**config.mk**
```make
export PLATFORM = sky130hd
export DESIGN_NAME = writeback_regfile
export DESIGN_NICKNAME = d
export VERILOG_FILES = /design/src/rtl/writeback_regfile.sv
export SDC_FILE = /design/constraint.sdc
export NUM_CORES = 1
export LEC_CHECK = 0
export CORE_UTILIZATION = 41
export CTS_CLUSTER_DIAMETER = 30
export DETAILED_ROUTE_END_ITERATION = 7
export GPL_ROUTABILITY_DRIVEN = 0
export HOLD_SLACK_MARGIN = 0.05
export PLACE_DENSITY_LB_ADDON = 0.05
export SLEW_MARGIN = 20
export SYNTH_ARGS = -nofsm -noshare
export SYNTH_HDL_FRONTEND = slang
export SYNTH_SLANG_ARGS = --single-unit
```
**constraint.sdc**
```tcl
create_clock -name clk -period 5.98 [get_ports clk]
set_input_delay 1.794 -clock clk [delete_from_list [all_inputs] [get_ports clk]]
set_output_delay 1.794 -clock clk [all_outputs]
set_load 0.01 [all_outputs]
```
**src/rtl/writeback_regfile.sv**
```systemverilog
// Writeback stage: one-entry pending register feeding a 2**ADDR_W x DATA_W regfile; optional WB_BYPASS_EN forwards pending data to the read port.
// Latency: result committed 2 edges after wb_valid (1 edge visible on rd_data with WB_BYPASS_EN); read port is combinational.
// Backpressure: none; accepts one result per cycle, back-to-back commits in order.
module writeback_regfile #(
  parameter int DATA_W  = 8,
  parameter int ADDR_W  = 4,
  parameter bit ZERO_R0 = 1'b0
) (
  input  logic              clk,
  input  logic              rst,
  input  logic              wb_valid,
  input  logic [ADDR_W-1:0] write_addr,
  input  logic [DATA_W-1:0] result,
  input  logic [ADDR_W-1:0] rd_addr,
  output logic [DATA_W-1:0] rd_data,
  output logic              zero_flag,
  output logic [15:0]       commit_count
);

  localparam int NREG = 1 << ADDR_W;

  typedef struct packed {
    logic [ADDR_W-1:0] addr;
    logic [DATA_W-1:0] data;
  } pend_t;

  logic [DATA_W-1:0] regs [NREG];
  logic              pend_valid;
  pend_t             pend;
  logic              pend_is_r0;
  logic              rd_is_r0;

  assign pend_is_r0 = ZERO_R0 && (pend.addr == '0);
  assign rd_is_r0   = ZERO_R0 && (rd_addr == '0);

  always_ff @(posedge clk or posedge rst) begin
    if (rst) begin
      pend_valid <= 1'b0;
      pend       <= '0;
    end else begin
      pend_valid <= wb_valid;
      if (wb_valid) begin
        pend.addr <= write_addr;
        pend.data <= result;
      end
    end
  end

  // A hard-wired R0 drops the array write but still counts as a commit.
  always_ff @(posedge clk or posedge rst) begin
    if (rst) begin
      for (int i = 0; i < NREG; i++) regs[i] <= '0;
    end else if (pend_valid && !pend_is_r0) begin
      regs[pend.addr] <= pend.data;
    end
  end

  always_ff @(posedge clk or posedge rst) begin
    if (rst) begin
      zero_flag    <= 1'b0;
      commit_count <= '0;
    end else if (pend_valid) begin
      zero_flag <= (pend.data == '0);
      if (commit_count != 16'hFFFF) commit_count <= commit_count + 16'd1;
    end
  end

  always_comb begin
    rd_data = regs[rd_addr];
    if (rd_is_r0) begin
      rd_data = '0;
    end
`ifdef WB_BYPASS_EN
    else if (pend_valid && (rd_addr == pend.addr)) begin
      rd_data = pend.data;
    end
`else
`endif
  end

endmodule

```
==> results of run 1 <==
-- stage by stage --
step	total power [mW]	hold slack, ns	utilization, %
floorplan	2.303	0.4738	-
global placement	2.542	0.4840	45.72
detailed placement	2.584	0.4874	45.72
CTS	3.688	0.5007	49.12
global route	3.846	0.5037	49.12
finish	3.644	0.4997	49.12
-- logic make-up after synthesis --
| group | count (synthesis) |
|---|---|
| flip-flops | 158 |
| XOR/XNOR | 12 |
| adder cells (fa/ha/maj) | 1 |
| multiplexers | 173 |
| AND/OR/NAND/NOR | 76 |
| AO/OA/AOI/OAI | 22 |
| buffers and inverters | 29 |
-- flip-flops by register name, summed over array words and instances, names as in the netlist --
register	flops
commit_count	16
regs	128
pend_valid	1
zero_flag	1
pend	12
-- worst max-delay path by stage --
stage,depth (start not counted),slack [ns],startpoint,end
6_report,6,0.48,rd_addr[1],rd_data[7]
5_1_grt,6,0.38,rd_addr[1],rd_data[3]
4_1_cts,6,0.45,rd_addr[1],rd_data[7]
3_5_place_dp,6,0.47,rd_addr[1],rd_data[7]
3_3_place_gp,6,0.46,rd_addr[1],rd_data[7]
2_1_floorplan,5,1.19,rd_addr[0],rd_data[6]
-- layer usage --
layer  part of all wire (%)  routed length, um  vias up
li1                       -                  -     1836
met1                     46               7704     2221
met2                     49               8275       75
met3                    3.7                630       23
met4                    1.9                315        0
met5                      0                  0        -
-- power groups by stage --
stage / sequential (mW) / clock [mW] / combinational (mW)
after floorplan: 1.64 / 0 / 0.661
after global placement: 1.71 / 0 / 0.831
after detailed placement: 1.73 / 0 / 0.857
after CTS: 1.71 / 1.12 / 0.859
after global routing: 1.76 / 1.17 / 0.916
final: 1.71 / 1.09 / 0.845
-- final cells by class --
cell class	instances	area, sq um	area share [%]
Sequential cell	158	3954	46.53
Multi-Input combinational cell	284	3138	36.93
Timing Repair Buffer	51	523.0	6.155
Clock inverter	11	142.6	1.679
Clock buffer	20	446.7	5.257
Tap cell	225	281.5	3.313
Inverter	2	11.26	0.1325
-- worst max-delay path: stages --
cell and delay [ns]:
clkdlybuf4s50_1 0.51, buf_12 0.24, mux4_2 0.36, a22oi_1 0.20, nand2_1 0.10, clkdlybuf4s50_1 0.49
-- synth_stat cells (all sizes together), types with 2 or more instances --
cell type	n
mux4	32
a21oi	2
xor2	9
mux2	141
xnor2	3
nor4	4
nand3	6
and3	4
nand2b	4
and4	5
clkbuf	10
nor3	3
nor2	17
or3	3
a22oi	16
inv	2
nor2b	3
dfrtp	158
nand4	6
nand2	15
o21ai	3
nand3b	2
buf	17
==> impl_metrics.yaml, run 1 <==
drt:
  routed_wirelength_um: 16930
  ant_nets: 0
  detail_route.vias_per_cell: 5.533
  post-route-drc-count: 0
  drt_iter0_drc: 259
  avgRoutedWirePerCell_um: 22.54
  vias_after_detailed_routing: 4155
  number_of_detailed_route_iterations_in_the_first_pass: 4
synthesis:
  synth_compound_area_share_pct: 2.177
  yosysTopAreaCellShare_pct: 54.60
  mappedNetlistArea_sq_um: 7242
  ys_warn_count: 0
  yosys-mux-area-fraction_pct: 32.86
  yosys.area_share.adder_pct: 0.1728
  synth_xor_xnor_area_share_pct: 1.451
  synth_enable_flop_cells: 0
  post_synth_and_or_nand_nor_area_fraction_pct: 6.669
  synth_sequential_area_ratio_pct: 54.60
  syn_nets: 491
  post_synth_cell_types: 36
  asyncSetResetFlopFracSynth_pct: 100.0
  postSynthAreaPerCell_sq_um: 15.38
  synthesis.instances: 471
  synthDominantAreaCellType: "dfrtp_1"
  synth_seq_cells: 158
  synth.area.top_cells: "dfrtp_1, mux2_2, mux4_2, mux2_4, a22oi_1"
  synth_top_family_by_area: "multiplexers"
  postSynth.topFlopCell: "dfrtp_1"
grt:
  groute.layer.met1.usage_pct: 27.44
  pin_count_of_the_biggest_net_entering_global_routing: 159
  globalRoute.totalOverflow: 0
  antenna_violations_before_repair: 0
  grt_use_total_pct: 20.51
  globalRouteMet2Util_pct: 32.99
  grt.met3_usage_pct: 4.242
  global_route_wire_length_before_repair_um: 26450
  grt_busiest_layer: "met2"
  first_global_vias: 4291
placed_design:
  detailed_place.area_sq_um: 7908
  port_buffers: 43
  dpl.cell_count: 720
  detailed_place_hpwl_um: 10120
  dp_worst_setup_slack_ns: 0.4655
die:
  initial_core_util_pct: 41.87
  row_count: 48
  dieArea_sq_um: 18200
  design.core.area_sq_um: 17300
  floorplan.die.width_um: 134.9
  io-pin-count: 44
  floorplan.die.height_um: 134.9
setup_path:
  signal_arrival_time_at_the_worst_endpoint_ns: 3.71
  timing.reg2reg.worst_path_depth: 3
  criticalPathCategory: "in -> out"
  critical_path_required_ns: 4.19
  critical_path_peak_fanout: 32
  worstReg2RegEnd: "regs[102]"
  worst_r2r_setup_slack_ns: 3.44
  rr_startpoint: "pend_valid"
  worst_setup_path_end_kind: "output port"
  crit_path_start_kind: "input port"
timing:
  fin_crit_sh_pct: 91.97
  tightest_slew_ns: 1.029
  final.setup.worst_slack_ns: 0.4802
  slew_violations: 0
  timing.max_slew.rel_slack_pct: 31.23
  worst_clock_skew_ns: 0.008572
  timing.final.crit_period_ns: 5.500
  finalSetupViolations: 0
  setup-tns-final_ns: 0
  maxClockFrequency_mhz: 181.8
  report.final.hold_viol_count: 0
  rsz0062_at_grt: "no"
power:
  power.clock.fraction_pct: 29.8
  switchingPower_mw: 0.9401
  p_leak_nw: 3.663
  pwrdens_nw_per_um2: 428.8
  p_int_mw: 2.703
  power.share.combinational_pct: 23.2
  vdd_drop_max_uv: 219.2
  sequentialPowerShare_pct: 47.0
  p_sw_share_pct: 25.80
final_layout:
  layout-drive-gt1-share_pct: 43.16
  mostFrequentLayoutCell: "dfrtp_1"
  fill_cells: 1481
  final_cell_count_no_fill: 751
  finish.net_count: 534
  layout.cell_area.non_filler_sq_um: 8497
  antenna-diode-count: 0
  most-common-layout-cells: "dfrtp_1, mux2_2, clkdlybuf4s50_1"
  area.growth.synth_to_final_pct: 17.33
worst_hold_path:
  min-delay-path-class: "reg -> reg"
  hold_path.startpoint: "regs[106]"
  hold_depth: 1
  whs_endpoint: "regs[106]"
clock_network:
  hold_buffers: 0
  htree_num_levels: 4
  numCtsBuffers: 17
  cts-root-buf: "clkbuf_16"
  post_cts_resized: 0
  clk_pin_slew_ns: 0.06
  cts_buffer_depth: 2
  clock-sinks: 158
  number_of_buffers_inserted_to_repair_setup_after_cts: 0
  cts_tree: "done"
  clkLatencyLatePin_ns: 0.42
flow_run:
  max_cap_viol: 0
status:
  outcome: "finished clean"
No activity file was read; power rests on OpenSTA's default activity.
==> run 2: changes to the inputs <==
CORE_MARGIN = 2   (was not set)
==> run 2 against run 1 <==
Power rose by 1.9%. Critical path depth is the same. Via count grew 0.12%. Global-route usage shrank 0.65 points.
==> impl_metrics.yaml, run 2 (synthesis gave the netlist of run 1 again) <==
flow_run:
  max_cap_viol: 0
power:
  vdd_drop_max_uv: 242.0
  p_total_mw: 3.712
  p_int_mw: 2.758
  sequentialPowerShare_pct: 46.3
  pwrdens_nw_per_um2: 434.5
  switchingPower_mw: 0.9533
  power.clock.fraction_pct: 30.9
  power.share.combinational_pct: 22.8
  p_leak_nw: 3.688
  p_sw_share_pct: 25.68
clock_network:
  numCtsBuffers: 17
  clock-sinks: 158
  clkLatencyLatePin_ns: 0.42
  clk_pin_slew_ns: 0.06
  htree_num_levels: 4
  hold_buffers: 0
  cts_buffer_depth: 2
  cts_tree: "done"
  number_of_buffers_inserted_to_repair_setup_after_cts: 0
  cts-root-buf: "clkbuf_16"
  post_cts_resized: 0
final_layout:
  antenna-diode-count: 0
  fill_cells: 1485
  utilization_pct: 49.39
  final-seq-area_sq_um: 3954
  mostFrequentLayoutCell: "dfrtp_1"
  largest_register: "regs"
  largest_reg_flops: 128
  layout-drive-gt1-share_pct: 43.35
  most-common-layout-cells: "dfrtp_1, mux2_2, clkdlybuf4s50_1"
  finish.net_count: 534
  area.growth.synth_to_final_pct: 17.95
  multiInputGateArea_sq_um: 3138
  top_regs: "regs (128), commit_count (16), pend (12)"
status:
  outcome: "finished clean"
timing:
  rsz0062_at_grt: "no"
  fin_crit_sh_pct: 92.11
  maxClockFrequency_mhz: 181.6
  worst_clock_skew_ns: 0.008447
  finalSetupViolations: 0
  report.final.hold_viol_count: 0
  tightest_slew_ns: 1.087
  setup-tns-final_ns: 0
  timing.max_slew.rel_slack_pct: 27.38
  timing.final.crit_period_ns: 5.508
  slew_violations: 0
drt:
  ant_nets: 0
  vias_after_detailed_routing: 4160
  post-route-drc-count: 0
  drt_iter0_drc: 181
  number_of_detailed_route_iterations_in_the_first_pass: 4
  detail_route.vias_per_cell: 5.539
  routed_wirelength_um: 16870
  avgRoutedWirePerCell_um: 22.47
worst_hold_path:
  min-delay-path-class: "reg -> reg"
  hold_depth: 1
  hold_path.startpoint: "regs[69]"
  whs_endpoint: "regs[69]"
setup_path:
  worst_setup_path_end_kind: "output port"
  worstReg2RegEnd: "regs[101]"
  critical_path_peak_fanout: 32
  criticalPathCategory: "in -> out"
  crit_path_start_kind: "input port"
  critical_path_required_ns: 4.19
  rr_startpoint: "pend_valid"
  timing.reg2reg.worst_path_depth: 3
  signal_arrival_time_at_the_worst_endpoint_ns: 3.71
  worst_r2r_setup_slack_ns: 3.38
die:
  floorplan.die.width_um: 136.9
  dieArea_sq_um: 18740
  design.core.area_sq_um: 17300
  floorplan.die.height_um: 136.9
  row_count: 48
  io-pin-count: 44
  initial_core_util_pct: 41.87
placed_design:
  port_buffers: 43
  detailed_place_hpwl_um: 10260
grt:
  global_route_wire_length_before_repair_um: 26480
  globalRoute.totalOverflow: 0
  first_global_vias: 4518
  pin_count_of_the_biggest_net_entering_global_routing: 159
  grt_use_total_pct: 19.86
  antenna_violations_before_repair: 0
==> run 2: cell types whose count changed in the layout (fill, tap and decap cells not counted) <==
| cell | change |
|---|---|
| buf_12 | +1 |
| buf_4 | -1 |
| bufinv_16 | +1 |
| clkbuf_1 | -1 |
| clkbuf_8 | +1 |
| clkinvlp_4 | -1 |
==> run 2: how the worst max path moves through the flow <==
stage               slack, ns       start    endpoint  cells after the start
finish                   0.47  rd_addr[1]  rd_data[2]                      6
global route             0.39  rd_addr[1]  rd_data[5]                      6
CTS                      0.46  rd_addr[1]  rd_data[2]                      6
detailed placement       0.46  rd_addr[1]  rd_data[2]                      6
global placement         0.47  rd_addr[1]  rd_data[2]                      6
floorplan                1.19  rd_addr[0]  rd_data[6]                      5
==> run 2: power groups by stage <==
stage | sequential (mW) | combinational [mW] | clock, mW
4_1_cts | 1.72 | 0.861 | 1.17
2_1_floorplan | 1.64 | 0.661 | 0
5_1_grt | 1.77 | 0.923 | 1.21
3_3_place_gp | 1.72 | 0.837 | 0
6_report | 1.72 | 0.845 | 1.15
3_5_place_dp | 1.73 | 0.859 | 0
==> run 2: area by class of cell <==
class                      instances  area share [%]
clock inverter                    11           1.933
tap                              225           3.296
clock buffer                      20           5.346
timing repair buffer              51           6.269
inverter                           2          0.1318
sequential                       158           46.29
multi-input combinational        284           36.74
==> run 2: layer usage <==
layer | share of wire [%] | track usage [%]
met1 | 47 | 26.42
met2 | 48 | 32.28
met3 | 3.4 | 4.852
met4 | 1.7 | 6.186
met5 | 0 | 0
==> run 2: worst max-delay path: stages <==
cell and delay [ns]:
clkdlybuf4s50_1 0.51, buf_12 0.24, mux4_2 0.33, a22oi_1 0.22, nand2_1 0.12, clkdlybuf4s50_1 0.49
==> run 2: stage by stage <==
| stage | cell area, sq um | hold WS, ns | std cells | setup WS [ns] |
|---|---|---|---|---|
| after global placement | 7920 | 0.4827 | 720 | 0.4731 |
| after global routing | 8542 | 0.5139 | 751 | 0.3882 |
| after floorplan | 7246 | 0.4738 | 471 | 1.186 |
| final | 8542 | 0.5009 | 751 | 0.4719 |
| after detailed placement | 7920 | 0.4904 | 720 | 0.4597 |
| after CTS | 8542 | 0.5040 | 751 | 0.4597 |
==> edit: new RTL, flow settings as in run 1 <==
The option `WB_BYPASS_EN` is turned on by a define.
--- a/src/rtl/writeback_regfile.sv
+++ b/src/rtl/writeback_regfile.sv
@@ -3,2 +3,4 @@
 // Backpressure: none; accepts one result per cycle, back-to-back commits in order.
+`define WB_BYPASS_EN
+
 module writeback_regfile #(
Check against the original RTL: not equivalent (Yosys sat finds a counterexample within 4 cycles, from zero or initial values and one cycle with rst high).
==> edit against run 1 <==
  * Clock power increased by 4%
  * Synthesized area increased by 4.0%
  * Setup slack got worse by 0.23 ns
  * Final cell count increased by 3.6%
  * Die area increased by 4.0%
  * Cell area increased by 4.2%
  * Wire length increased by 1.4%
  * Worst hold slack got worse by 0.016 ns
  * Count of clock-buffer cells in the layout decreased by 2
  * Critical path depth unchanged
  * Total power increased by 2.4%
  * Sequential cell count unchanged
  * Combinational power increased by 7.0%
  * Largest cell class unchanged
==> edit: results (changes against run 1) <==
hold endpoint regs[113]$_DFFE_PP0P_ (was regs[106]$_DFFE_PP0P_); Area Overhead vs Synth 17.5% (was 17.3%); share of layout cells above drive strength 1 39.3% (was 43.2%); Slew headroom 33.3% (was 31.2%); Final HPWL DP 10600 um (was 10100 um); outcome complete, no violations (unchanged); HP Start regs[113]$_DFFE_PP0P_ (was regs[106]$_DFFE_PP0P_); reg2reg end regs[103]$_DFFE_PP0P_ (was regs[102]$_DFFE_PP0P_); pre-CTS WS 0.0417 ns (was 0.465 ns); vias in the first global route 4325 (was 4291); routed wire length 17200 um (was 16900 um); Multi-input gate area 3340 um2 (was 3140 um2); hold_ws 0.484 ns (was 0.500 ns); fin cells 778 (was 751); sequential share of cell area 44.7% (was 46.5%); Non-clock buffer share 7.13% (was 6.16%); Max Clock Skew 0.00797 ns (was 0.00857 ns); vias per inst 5.50 (was 5.53); peak supply drop 0.259 mV (was 0.219 mV); dpl cell area 8200 um2 (was 7910 um2); Synthesized Nets 514 (was 491); Post-Synthesis Cells 494 (was 471); distinct cell type count after synthesis 40 (was 36); bufs w/o clock 61 (was 51); All-Layer GR Usage 19.8% (was 20.5%); critical path startpoint rd_addr[2] (was rd_addr[1]); flop-to-flop setup slack 3.70 ns (was 3.44 ns); multi-input logic cell count 295 (was 284); placed cells 745 (was 720); number of clock buffers in the layout 18 (was 20); Arrival @ worst endpoint 3.93 ns (was 3.71 ns)
edit: changes by cell type after synthesis, moves of 3 or more:
| cell | change |
|---|---|
| mux4_1 | +26 |
| a22oi_1 | -16 |
| buf_1 | -4 |
| mux2_2 | +24 |
| mux2_1 | +4 |
| nand2_1 | -7 |
| clkbuf_1 | +10 |
| mux2_4 | -19 |
| mux2i_1 | +24 |
| mux4_2 | -27 |
| nand3_1 | +3 |
edit: power by group:
part	switching [mW]	internal, mW
combinational	0.306	0.599
sequential	0.232	1.46
clock	0.458	0.676
total	0.995	2.73
edit: worst max-delay path: cells and delay by family:
family,cells,cell delay (ns)
and+or+nand+nor,1,0.38
buffers and inverters,3,1.19
xor gates and xnor gates,1,0.21
muxes,1,0.35
edit: worst max-delay path by stage:
stage / to / depth (start not counted) / slack, ns
final: rd_data[5] / 6 / 0.25
after global routing: rd_data[5] / 6 / 0.20
after CTS: rd_data[6] / 7 / 0.03
after detailed placement: rd_data[6] / 7 / 0.04
after global placement: rd_data[6] / 7 / 0.04
after floorplan: rd_data[0] / 5 / 1.11
edit: layer usage:
metal	vias up	wire length, um	global-route usage (%)
met4	0	179	5.43
met2	74	8080	29.5
met3	15	629	4.45
li1	1918	-	-
met1	2270	8280	28.8
met5	-	0	0
edit: cell families (layout without fill, tap and decap cells):
kind of cell	Yosys count	after routing	synth area share, %
adders and majority gates	1	1	0.166
AOI/OAI and AO/OA	10	10	0.947
buffers and inverters	41	96	3.17
xor gates and xnor gates	15	15	1.74
and+or+nand+nor	63	63	5.00
muxes	206	206	36.5
DFF	158	158	52.5
edit: timing repair:
action	4_1_cts	5_1_grt
endpoints found under the hold margin	0	0
gates resized for setup	0	1
endpoints found under the setup margin	0	3
